==> src/rtl/click_decoder.sv <==
// Groups debounced key presses that arrive within a time window into single click events
// (1..MAX_CLICKS). Define CLICK_FIFO_EN to queue events in a FIFO instead of one holding slot.
module click_decoder #(
  parameter int WINDOW_CNT = 15_000_000,
  parameter int CNT_WIDTH  = 24,
  parameter int MAX_CLICKS = 3
`ifdef CLICK_FIFO_EN
  ,
  parameter int FIFO_DEPTH = 4
`endif
) (
  input  logic                            clk,
  input  logic                            reset_n,
  input  logic                            key_pulse,
  output logic                            evt_valid,
  output logic [$clog2(MAX_CLICKS+1)-1:0] evt_clicks,
  input  logic                            evt_ready,
  output logic                            evt_overflow,
  output logic                            busy
);

  localparam int CW = $clog2(MAX_CLICKS + 1);
  localparam logic [CNT_WIDTH-1:0] LP_TIMER_LAST = CNT_WIDTH'(WINDOW_CNT - 1);
  localparam logic [CW-1:0]        LP_MAX_CLICKS = CW'(MAX_CLICKS);

  typedef enum logic {
    ST_IDLE  = 1'b0,
    ST_COUNT = 1'b1
  } state_t;

  state_t               r_state;
  logic [CNT_WIDTH-1:0] r_timer;
  logic [CW-1:0]        r_clicks;
  logic [CW-1:0]        w_clicks_inc;
  logic                 w_emit;
  logic [CW-1:0]        w_emit_clicks;
  logic                 r_overflow;

  assign w_clicks_inc = r_clicks + CW'(1);
  assign busy         = (r_state == ST_COUNT);
  assign evt_overflow = r_overflow;

  // Emit decision; the event itself is registered into the output stage one cycle later.
  always_comb begin
    // NOTE: every always_comb output gets a default first so no path can infer a latch.
    w_emit        = 1'b0;
    w_emit_clicks = '0;
    case (r_state)
      ST_IDLE: begin
        if (key_pulse && (MAX_CLICKS == 1)) begin
          w_emit        = 1'b1;
          w_emit_clicks = LP_MAX_CLICKS;
        end
      end
      ST_COUNT: begin
        if (key_pulse) begin
          if (w_clicks_inc >= LP_MAX_CLICKS) begin
            w_emit        = 1'b1;
            w_emit_clicks = LP_MAX_CLICKS;
          end
        end else if (r_timer == LP_TIMER_LAST) begin
          w_emit        = 1'b1;
          w_emit_clicks = r_clicks;
        end
      end
      default: begin
        w_emit        = 1'b0;
        w_emit_clicks = '0;
      end
    endcase
  end

  // A press on the expiry cycle wins over the timeout: it is counted and the window restarts.
  always_ff @(posedge clk or negedge reset_n) begin
    // NOTE: sequential state uses non-blocking assignments only, so every register samples
    // the pre-edge values regardless of statement order.
    if (!reset_n) begin
      r_state  <= ST_IDLE;
      r_timer  <= '0;
      r_clicks <= '0;
    end else begin
      case (r_state)
        ST_IDLE: begin
          r_timer <= '0;
          if (key_pulse && (MAX_CLICKS != 1)) begin
            r_state  <= ST_COUNT;
            r_clicks <= CW'(1);
          end else begin
            r_clicks <= '0;
          end
        end
        ST_COUNT: begin
          if (key_pulse) begin
            r_timer <= '0;
            if (w_clicks_inc >= LP_MAX_CLICKS) begin
              r_state  <= ST_IDLE;
              r_clicks <= '0;
            end else begin
              r_clicks <= w_clicks_inc;
            end
          end else if (r_timer == LP_TIMER_LAST) begin
            r_state  <= ST_IDLE;
            r_timer  <= '0;
            r_clicks <= '0;
          end else begin
            r_timer <= r_timer + CNT_WIDTH'(1);
          end
        end
        default: begin
          r_state  <= ST_IDLE;
          r_timer  <= '0;
          r_clicks <= '0;
        end
      endcase
    end
  end

`ifdef CLICK_FIFO_EN

  localparam int AW = $clog2(FIFO_DEPTH);

  logic [CW-1:0] r_mem [FIFO_DEPTH];
  logic [AW:0]   r_wr_ptr;
  logic [AW:0]   r_rd_ptr;
  logic          w_empty;
  logic          w_full;
  logic          w_pop;
  logic          w_push;

  // The extra pointer bit separates full (MSBs differ) from empty (pointers equal).
  assign w_empty = (r_wr_ptr == r_rd_ptr);
  assign w_full  = (r_wr_ptr[AW] != r_rd_ptr[AW]) &&
                   (r_wr_ptr[AW-1:0] == r_rd_ptr[AW-1:0]);
  assign w_pop   = !w_empty && evt_ready;
  assign w_push  = w_emit && (!w_full || w_pop);

  assign evt_valid  = !w_empty;
  assign evt_clicks = w_empty ? '0 : r_mem[r_rd_ptr[AW-1:0]];

  // NOTE: the storage array has no reset; entries are only observable between the
  // pointers, and the pointers themselves are reset.
  always_ff @(posedge clk) begin
    if (w_push) begin
      r_mem[r_wr_ptr[AW-1:0]] <= w_emit_clicks;
    end
  end

  always_ff @(posedge clk or negedge reset_n) begin
    if (!reset_n) begin
      r_wr_ptr   <= '0;
      r_rd_ptr   <= '0;
      r_overflow <= 1'b0;
    end else begin
      r_overflow <= w_emit && !w_push;
      if (w_push) begin
        r_wr_ptr <= r_wr_ptr + (AW+1)'(1);
      end
      if (w_pop) begin
        r_rd_ptr <= r_rd_ptr + (AW+1)'(1);
      end
    end
  end

`else

  logic          r_evt_valid;
  logic [CW-1:0] r_evt_clicks;
  logic          w_pop;
  logic          w_slot_free;

  assign w_pop       = r_evt_valid && evt_ready;
  assign w_slot_free = !r_evt_valid || evt_ready;

  assign evt_valid  = r_evt_valid;
  assign evt_clicks = r_evt_clicks;

  // A pop and a load in the same cycle keep evt_valid high with the new event.
  always_ff @(posedge clk or negedge reset_n) begin
    if (!reset_n) begin
      r_evt_valid  <= 1'b0;
      r_evt_clicks <= '0;
      r_overflow   <= 1'b0;
    end else begin
      r_overflow <= w_emit && !w_slot_free;
      if (w_emit && w_slot_free) begin
        r_evt_valid  <= 1'b1;
        r_evt_clicks <= w_emit_clicks;
      end else if (w_pop) begin
        r_evt_valid <= 1'b0;
      end
    end
  end

`endif

endmodule

==> config.mk <==
export PLATFORM = sky130hd
export DESIGN_NAME = click_decoder
export DESIGN_NICKNAME = d
export VERILOG_FILES = /design/src/rtl/click_decoder.sv
export SDC_FILE = /design/constraint.sdc
export NUM_CORES = 1
export LEC_CHECK = 0
export ABC_AREA = 1
export CAP_MARGIN = 20
export CORE_MARGIN = 3
export CORE_UTILIZATION = 45
export CTS_CLUSTER_DIAMETER = 60
export CTS_CLUSTER_SIZE = 8
export DETAILED_ROUTE_END_ITERATION = 8
export DONT_BUFFER_PORTS = 1
export PLACE_DENSITY = 0.6
export SYNTH_ARGS = -nofsm -noshare
export SYNTH_HDL_FRONTEND = slang
export SYNTH_SLANG_ARGS = --single-unit
==> constraint.sdc <==
create_clock -name clk -period 2.6 [get_ports clk]
set_clock_uncertainty 0.15 [all_clocks]
set_input_delay 0.52 -clock clk [delete_from_list [all_inputs] [get_ports clk]]
set_output_delay 0.52 -clock clk [all_outputs]
set_load 0.02 [all_outputs]
## Word level (Yosys, flattened, before mapping)

Index checks and enable logic that the tools add are counted.

- Register bits after elaboration: 31
- Bits of input ports: 4
- Output and inout bits: 5
- Logic and storage cells: 42

- Add/subtract/negate cells: 2
- Magnitude comparators: 1
- Equal/unequal tests: 2
- Multiplexer cells: 23
- Bitwise operators: 1
- Reductions and logical operators: 7

Operator list:

| cell | count |
|---|---|
| 24-bit 2-to-1 mux | 2 |
| 24-bit one-hot mux with 2 select lines | 1 |
| 24-bit by 1-bit adder with 24-bit output, second input constant | 1 |
| 24-bit == test, second input constant | 1 |
| 2-bit 2-to-1 mux | 7 |
| 1-bit 2-to-1 mux | 11 |
| 2-bit one-hot mux with 2 select lines | 1 |
| 1-bit logical AND | 3 |
| 3-bit by 2-bit != test with 1-bit output, second input constant | 1 |
| 2-bit by 1-bit adder with 2-bit output, second input constant | 1 |
| 2-bit >= comparator, second input constant | 1 |
| 1-bit zero test | 2 |
| 1-bit one-hot mux with 2 select lines | 1 |
| 2-bit nonzero test | 1 |
| 1-bit logical OR | 1 |
| 1-bit NOT | 1 |

## Depth between registers and ports, before layout

Gate-level depths: netlist of run 1.

- Depth after elaboration: 7
- Gate-level depth with buffers: 10
- Depth with buffers taken out: 10

## Worst setup path after synthesis of run 1

No wires, ideal clock.

- Kind: reg2reg
- Start point: reg r_timer[0]
- End point: reg r_timer[14]
- Setup time: 0.071 ns
- Arrival: 1.309 ns
- Data required time: 2.379 ns
- Slack: 1.069 ns
- Cell stages (with the launch flop): 9
- Path buffers: 0
- Period minus slack after synthesis: 1.531 ns
- Cells stage by stage: dfrtp_1 ha_1 nand3_1 nor2_1 nand3_1 nand3_2 inv_2 nand2_1 nor2_1

- Cells in the longest elaborated chain, start to end: 4
- Elaborated cells between the ends (all ways): 5
- Those cells by class: add/sub (1); eq/ne (1); mux (3)

RTL lines:

| item | line | text |
|---|---|---|
| start: declaration | 32 | `logic [CNT_WIDTH-1:0] r_timer;` |
| start signal: assignment | 106 | `r_timer <= r_timer + CNT_WIDTH'(1);` |
| 24-bit by 1-bit adder with 24-bit output or 24-bit == test (tied branches) | 106, 101 |  |
| 24-bit 2-to-1 mux (*) | 101 | `end else if (r_timer == LP_TIMER_LAST) begin` |
| 24-bit 2-to-1 mux (*) | 93 | `if (key_pulse) begin` |
| 24-bit one-hot mux with 2 select lines (*) | 82 | `case (r_state)` |

Every way passes the cells marked *; elsewhere a longest branch is shown, timed or not.
A chain may end at the register's enable or synchronous reset.

## Worst setup path in the final report of run 1

- Start point: reg r_timer[0]
- End point: reg r_timer[21]

The elaborated chain is that of the path after synthesis.

==> results of run 1 <==
sequential cells by signal (all words and copies together), names as in the netlist:
| signal | cells |
|---|---|
| busy | 1 |
| evt_valid | 1 |
| r_timer | 24 |
| evt_overflow | 1 |
| r_clicks | 2 |
| evt_clicks | 2 |
placed cells by master, fill, tap and decap left out:
| cell type | count |
|---|---|
| nor2_4 | 1 |
| a21oi_1 | 4 |
| nand2_1 | 58 |
| nand3_2 | 2 |
| nor2_1 | 55 |
| inv_1 | 27 |
| xnor2_1 | 2 |
| dlygate4sd3_1 | 1 |
| nor3_1 | 10 |
| nand3_1 | 8 |
| nor3_4 | 1 |
| nand4_1 | 4 |
| nor2_2 | 1 |
| xor2_1 | 6 |
| dfrtp_1 | 31 |
| clkbuf_8 | 5 |
| o21bai_1 | 1 |
| clkinv_2 | 1 |
| nand3b_1 | 1 |
| clkbuf_1 | 2 |
| nand2_2 | 1 |
| ha_1 | 1 |
| inv_2 | 4 |
| o21ai_0 | 5 |
| a22oi_1 | 1 |
| buf_12 | 1 |
metrics by stage:
stage | hold WS [ns] | area [um2]
CTS | 0.274 | 1810
global route | 0.284 | 1810
finish | 0.275 | 1810
detailed placement | 0.0755 | 1700
floorplan | 0.0744 | 1650
global placement | 0.0753 | 1700
area by class of cell:
type	instances	area [um2]	area share, %
sequential	31	776	42.8
multi-input combinational	162	749	41.4
inverter	31	116	6.43
clock buffer	7	76.3	4.22
tap	46	57.6	3.18
timing repair buffer	2	30.0	1.66
clock inverter	1	5.00	0.276
worst max-delay path by stage:
stage          cells past startpoint          end  startpoint  slack [ns]
3_5_place_dp                       8  r_timer[13]  r_timer[0]        0.63
5_1_grt                            8  r_timer[16]  r_timer[0]        0.40
2_1_floorplan                      8  r_timer[14]  r_timer[0]        1.07
4_1_cts                            8  r_timer[13]  r_timer[0]        0.60
6_report                           8  r_timer[21]  r_timer[0]        0.62
3_3_place_gp                       8  r_timer[21]  r_timer[0]        0.71
metal layers:
layer / routed length (um) / GRT usage, % / up-vias
met5: 0 / 0 / -
met4: 46 / 6.85 / 0
met3: 113 / 5.56 / 4
met2: 1620 / 30.0 / 13
met1: 1580 / 21.9 / 640
li1: - / - / 702
power groups by stage:
stage	sequential (mW)	combinational, mW	clock, mW
after floorplan	0.562	0.0656	0
after global placement	0.568	0.0728	0
after detailed placement	0.568	0.0799	0
after CTS	0.560	0.0952	0.367
after global routing	0.564	0.111	0.389
final	0.560	0.0920	0.356
repair_timing:
action | in CTS | in global routing
endpoints found under the setup margin | 0 | 0
hold buffers | 2 | 0
buffers inserted | 0 | 0
resized for setup | 0 | 0
endpoints found under the hold margin | 31 | 0
cells by family after synthesis:
kind of cell    count (synthesis)
simple gates                  142
buf+inv                        32
flops                          31
compound gates                 11
xor+xnor                        8
fa+ha+maj                       1
synth_stat cells:
cell      instances
nor2_4            1
nor2_2            1
nand3_2           2
nor3_1           10
nand2_1          58
xnor2_1           2
nand3b_1          1
nor3_4            1
buf_6             1
a21oi_1           4
ha_1              1
inv_2             4
nand3_1           8
a22oi_1           1
nor2_1           55
o21bai_1          1
xor2_1            6
o21ai_0           5
dfrtp_1          31
nand2_2           1
nand4_1           4
inv_1            27
worst max-delay path: stages, from the launching register on:
cell     delay [ns]
dfrtp_1        0.39
ha_1           0.24
nand3_1        0.17
nor2_1         0.07
nand3_1        0.12
nand3_2        0.32
inv_2          0.27
nand2_1        0.08
nor2_1         0.09
==> flow_summary.toml, run 1 <==
[run_status]
status = "completed"

[sta]
tns_ns = 0
rsz0062_at_grt = "false"
setup_ws_ns = 0.625
relSlewSlack_pct = 70.5
fin_crit_sh_pct = 76.0
max_freq_ghz = 0.506
setup_viol = 0
tightest_slew_ns = 0.439
period_needed_ns = 1.98
slew_violations = 0
hold_viol = 0

[pwr]
seq_power_share_pct = 55.6
power.switching_mw = 0.279
power_frac_comb_pct = 9.1
peakVddDrop_uv = 396
intPower_mw = 0.728
clkPwrFrac_pct = 35.3
sw_frac_of_total_pct = 27.7
design_power_total_mw = 1.01
power_density_mw_per_mm2 = 556
power_leakage_nw = 0.867

[global_routing]
antenna_found_initial = 0
grt_max_degree = 32
grt_usage_pct = 18.1
grt_overflow = 0
grt_pass1_vias = 1412
grt_first_pass_wirelength_um = 6030

[floorplan]
die-area_mm2 = 0.00444
core_mm2 = 0.00344
die_w_um = 66.6
rows = 21
die_h_um = 66.6
top_level_ports = 9
start_util_pct = 48.0

[clock_tree]
clk_latency_ns = 0.28
cts-buffers-inserted = 5
clockRootBuffer = "clkbuf_8"
clk_pin_slew_ns = 0.06
htreeDepth = 2
cts_tree = "done"
clkSinkCount = 31
clk_path_buf_depth = 2

[logic_synthesis]
synth_area_mm2 = 0.00165
synth_xor_xnor_area_share_pct = 4.24
synth_top_family_by_area = "simple AND/OR/NAND/NOR gates"
synth_cell_types = 22
synth-adder-area-share_pct = 0.757
ys_seq_area_share_pct = 46.9
synth_compound_area_share_pct = 3.63
netlist_instances = 225
yosys.area_share.simple_pct = 36.7
synth_top_cell_area_share_pct = 46.9
synth_top_area_cell = "dfrtp_1"
synthesis.nets = 230
avgSynthCellArea_um2 = 7.35
synth_area_leaders = "dfrtp_1, nand2_1, nor2_1"
synth.area.mux_share_pct = 0
ys_ff_latch = 31
yosysWarnings = 0

[finish]
nets = 238
instances_no_fill = 280
nFillCells = 352
utilization_pct = 52.6
antenna_cells = 0
layout-drive-gt1-share_pct = 7.26
area_delta_synth_final_pct = 9.54

[drt]
drc = 0
detail-route-antenna-nets = 0
drt-total-wl_um = 3360
firstDrtPassIters = 4
drt_iter0_drc = 56
wl_per_cell_um = 12.0
via_per_inst = 4.85
via_count = 1359

[worst_setup_path]
start_kind = "flop"
r2r_slack_ns = 0.62
cp_max_fo = 18
path_class = "flop to flop"
endpoint_kind = "flop"
rr_endpoint = "r_timer[21]"
worstPathArrival_ns = 2.03
worstRegToRegCells = 8
required_ns = 2.66
timing.rr.start = "r_timer[0]"

[min_path]
hold_depth = 2
hold_path.class = "input pin to flop"
hold_path_end = "r_clicks[1]"
min_from = "key_pulse"

[placement]
gp_congestion = 0.770
hpwlAfterDp_um = 2480
dp_slack_ns = 0.629
dp_cells = 270
numPortBuffers = 0

[run]
maxCapViolations = 0
No activity file was read; power rests on OpenSTA's default activity.
==> run 2: changes to the inputs <==
--- a/config.mk
+++ b/config.mk
@@ -13,7 +13,7 @@
 export CTS_CLUSTER_SIZE = 8
 export DETAILED_ROUTE_END_ITERATION = 8
 export DONT_BUFFER_PORTS = 1
-export PLACE_DENSITY = 0.6
+export PLACE_DENSITY = 0.62
 export SYNTH_ARGS = -nofsm -noshare
 export SYNTH_HDL_FRONTEND = slang
 export SYNTH_SLANG_ARGS = --single-unit
==> constraint.sdc (replaced) <==
create_clock -name clk -period 1.6 [get_ports clk]
set_clock_uncertainty 0.15 [all_clocks]
set_input_delay 0.32 -clock clk [delete_from_list [all_inputs] [get_ports clk]]
set_output_delay 0.32 -clock clk [all_outputs]
set_load 0.02 [all_outputs]
==> run 2 against run 1 <==
The run now ends with negative setup slack left. Via count up 1.7%. Global-route usage down 0.58 points. Maximum frequency up 23%. Worst hold slack worse by 0.23 ns. Largest cell class is now multi-input combinational cells. Sequential power up 62%. Setup slack worse by 0.63 ns. Largest power group unchanged. Non-clock buffer count up 10. Sequential share of layout area down 4.3 points. Highest routed layer unchanged. Die area unchanged.
==> flow_summary.toml, run 2 (synthesis gave the netlist of run 1 again) <==
[run_status]
status = "finished, violations left"
violations = "negative setup slack"

[sta]
tns_ns = -0.00119
period_needed_ns = 1.60
hold_viol = 0
tightest_slew_ns = 0.296
slew_violations = 0
fin_crit_sh_pct = 100
max_freq_ghz = 0.625
setup_ws_ns = -0.00119
relSlewSlack_pct = 80.2
setup_viol = 1
worst_hold_slack_ns = 0.0494
rsz0062_at_grt = "true"

[clock_tree]
clockRootBuffer = "clkbuf_8"
clk_pin_slew_ns = 0.06
clk_path_buf_depth = 2
clk_latency_ns = 0.28
htreeDepth = 2
clkSinkCount = 31
cts-buffers-inserted = 5
cts_tree = "done"

[finish]
nFillCells = 338
largest_reg_flops = 24
nets = 248
layout_common_cells = "nand2_1, nor2_1, dfrtp_1"
antenna_cells = 0
top_register = "r_timer"
final_common_cell = "nand2_1"
layout-drive-gt1-share_pct = 20.6
area_delta_synth_final_pct = 21.7
instances_no_fill = 289

[drt]
via_count = 1382
firstDrtPassIters = 4
detail-route-antenna-nets = 0
wl_per_cell_um = 11.6
drt-total-wl_um = 3350
drt_iter0_drc = 46
via_per_inst = 4.78
drc = 0

[global_routing]
grt_usage_pct = 17.5
grt_max_degree = 32
grt_pass1_vias = 1368
grt_first_pass_wirelength_um = 5820
grt_overflow = 0
antenna_found_initial = 0

[pwr]
peakVddDrop_uv = 603
power_density_mw_per_mm2 = 849
power_leakage_nw = 0.950
design_power_total_mw = 1.71

[floorplan]
start_util_pct = 48.0
die_h_um = 66.6
top_level_ports = 9
rows = 21
core_mm2 = 0.00344
die_w_um = 66.6
die-area_mm2 = 0.00444

[placement]
dp_cells = 279
gp_congestion = 0.830
dp_slack_ns = -0.0577
numPortBuffers = 0
hpwlAfterDp_um = 2390

[run]
maxCapViolations = 0

[worst_setup_path]
rr_endpoint = "r_timer[20]"
timing.rr.start = "r_timer[1]"
r2r_slack_ns = -0.001
start_kind = "flop"
worstPathArrival_ns = 1.63
worstRegToRegCells = 10
cp_max_fo = 3
endpoint_kind = "flop"
required_ns = 1.63
path_class = "flop to flop"

[min_path]
hold_path_end = "r_clicks[0]"
hold_depth = 2
hold_path.class = "input pin to flop"
min_from = "key_pulse"
-- run 2: changes by cell type in the layout (fill, tap and decap cells not counted), sizes merged --
cell / change
buf: +10
clkbuf: -1
-- run 2: timing repair --
action                     4_1_cts  5_1_grt
buffers inserted                 0        1
gates resized for setup          3       31
hold endpoints to repair        31        0
setup endpoints to repair        6       22
hold buffers                     2        0
pin swaps                        1       11
-- run 2: final cells by class --
cell class / instances / area, um2 / share of cell area, %
Clock buffer: 6 / 82.6 / 4.10
Clock inverter: 1 / 5.00 / 0.249
Inverter: 31 / 121 / 6.03
Multi-Input combinational cell: 162 / 857 / 42.6
Sequential cell: 31 / 776 / 38.6
Tap cell: 46 / 57.6 / 2.86
Timing Repair Buffer: 12 / 113 / 5.60
-- run 2: how the worst max path moves through the flow --
stage | start | to | cells after the start
finish | r_timer[1] | r_timer[20] | 10
global route | r_timer[1] | r_timer[16] | 8
CTS | r_timer[0] | r_timer[13] | 8
detailed placement | r_timer[0] | r_timer[20] | 10
global placement | r_timer[0] | r_timer[20] | 10
floorplan | r_timer[0] | r_timer[14] | 8
-- run 2: critical path: stages, from the launching register on --
cell,delay (ns)
dfrtp_1,0.41
ha_4,0.18
nand2_4,0.06
nor2_4,0.15
nand3_4,0.11
inv_4,0.09
nand2_1,0.09
nor2_2,0.12
nand2_1,0.06
nand2_1,0.06
nor2_1,0.03
-- run 2: metrics by stage --
stage / instance area, um2 / utilization [%]
final: 2010 / 58.5
after global routing: 2010 / 58.5
after CTS: 1890 / 55.0
after detailed placement: 1770 / 51.3
after global placement: 1770 / 51.3
after floorplan: 1650 / -
-- run 2: power breakdown --
| group | switching, mW | total, mW | internal, mW | leakage (nW) |
|---|---|---|---|---|
| logic | 0.118 | 0.194 | 0.0764 | 0.481 |
| clock network | 0.271 | 0.608 | 0.337 | 0.0470 |
| registers | 0.0730 | 0.906 | 0.833 | 0.422 |
-- run 2: metal layers --
metal,track usage [%],vias up,share of wire [%]
met3,3.88,8,3.0
li1,-,729,-
met1,22.5,628,48
met5,0,-,0
met4,8.38,0,1.9
met2,27.7,17,47
==> run 3: changes to the inputs <==
--- a/config.mk
+++ b/config.mk
@@ -14,6 +14,7 @@
 export DETAILED_ROUTE_END_ITERATION = 8
 export DONT_BUFFER_PORTS = 1
 export PLACE_DENSITY = 0.62
+export SLEW_MARGIN = 20
 export SYNTH_ARGS = -nofsm -noshare
 export SYNTH_HDL_FRONTEND = slang
 export SYNTH_SLANG_ARGS = --single-unit
==> results of run 3 <==
No change in the layout: final DEF, timing and power equal those of run 2.
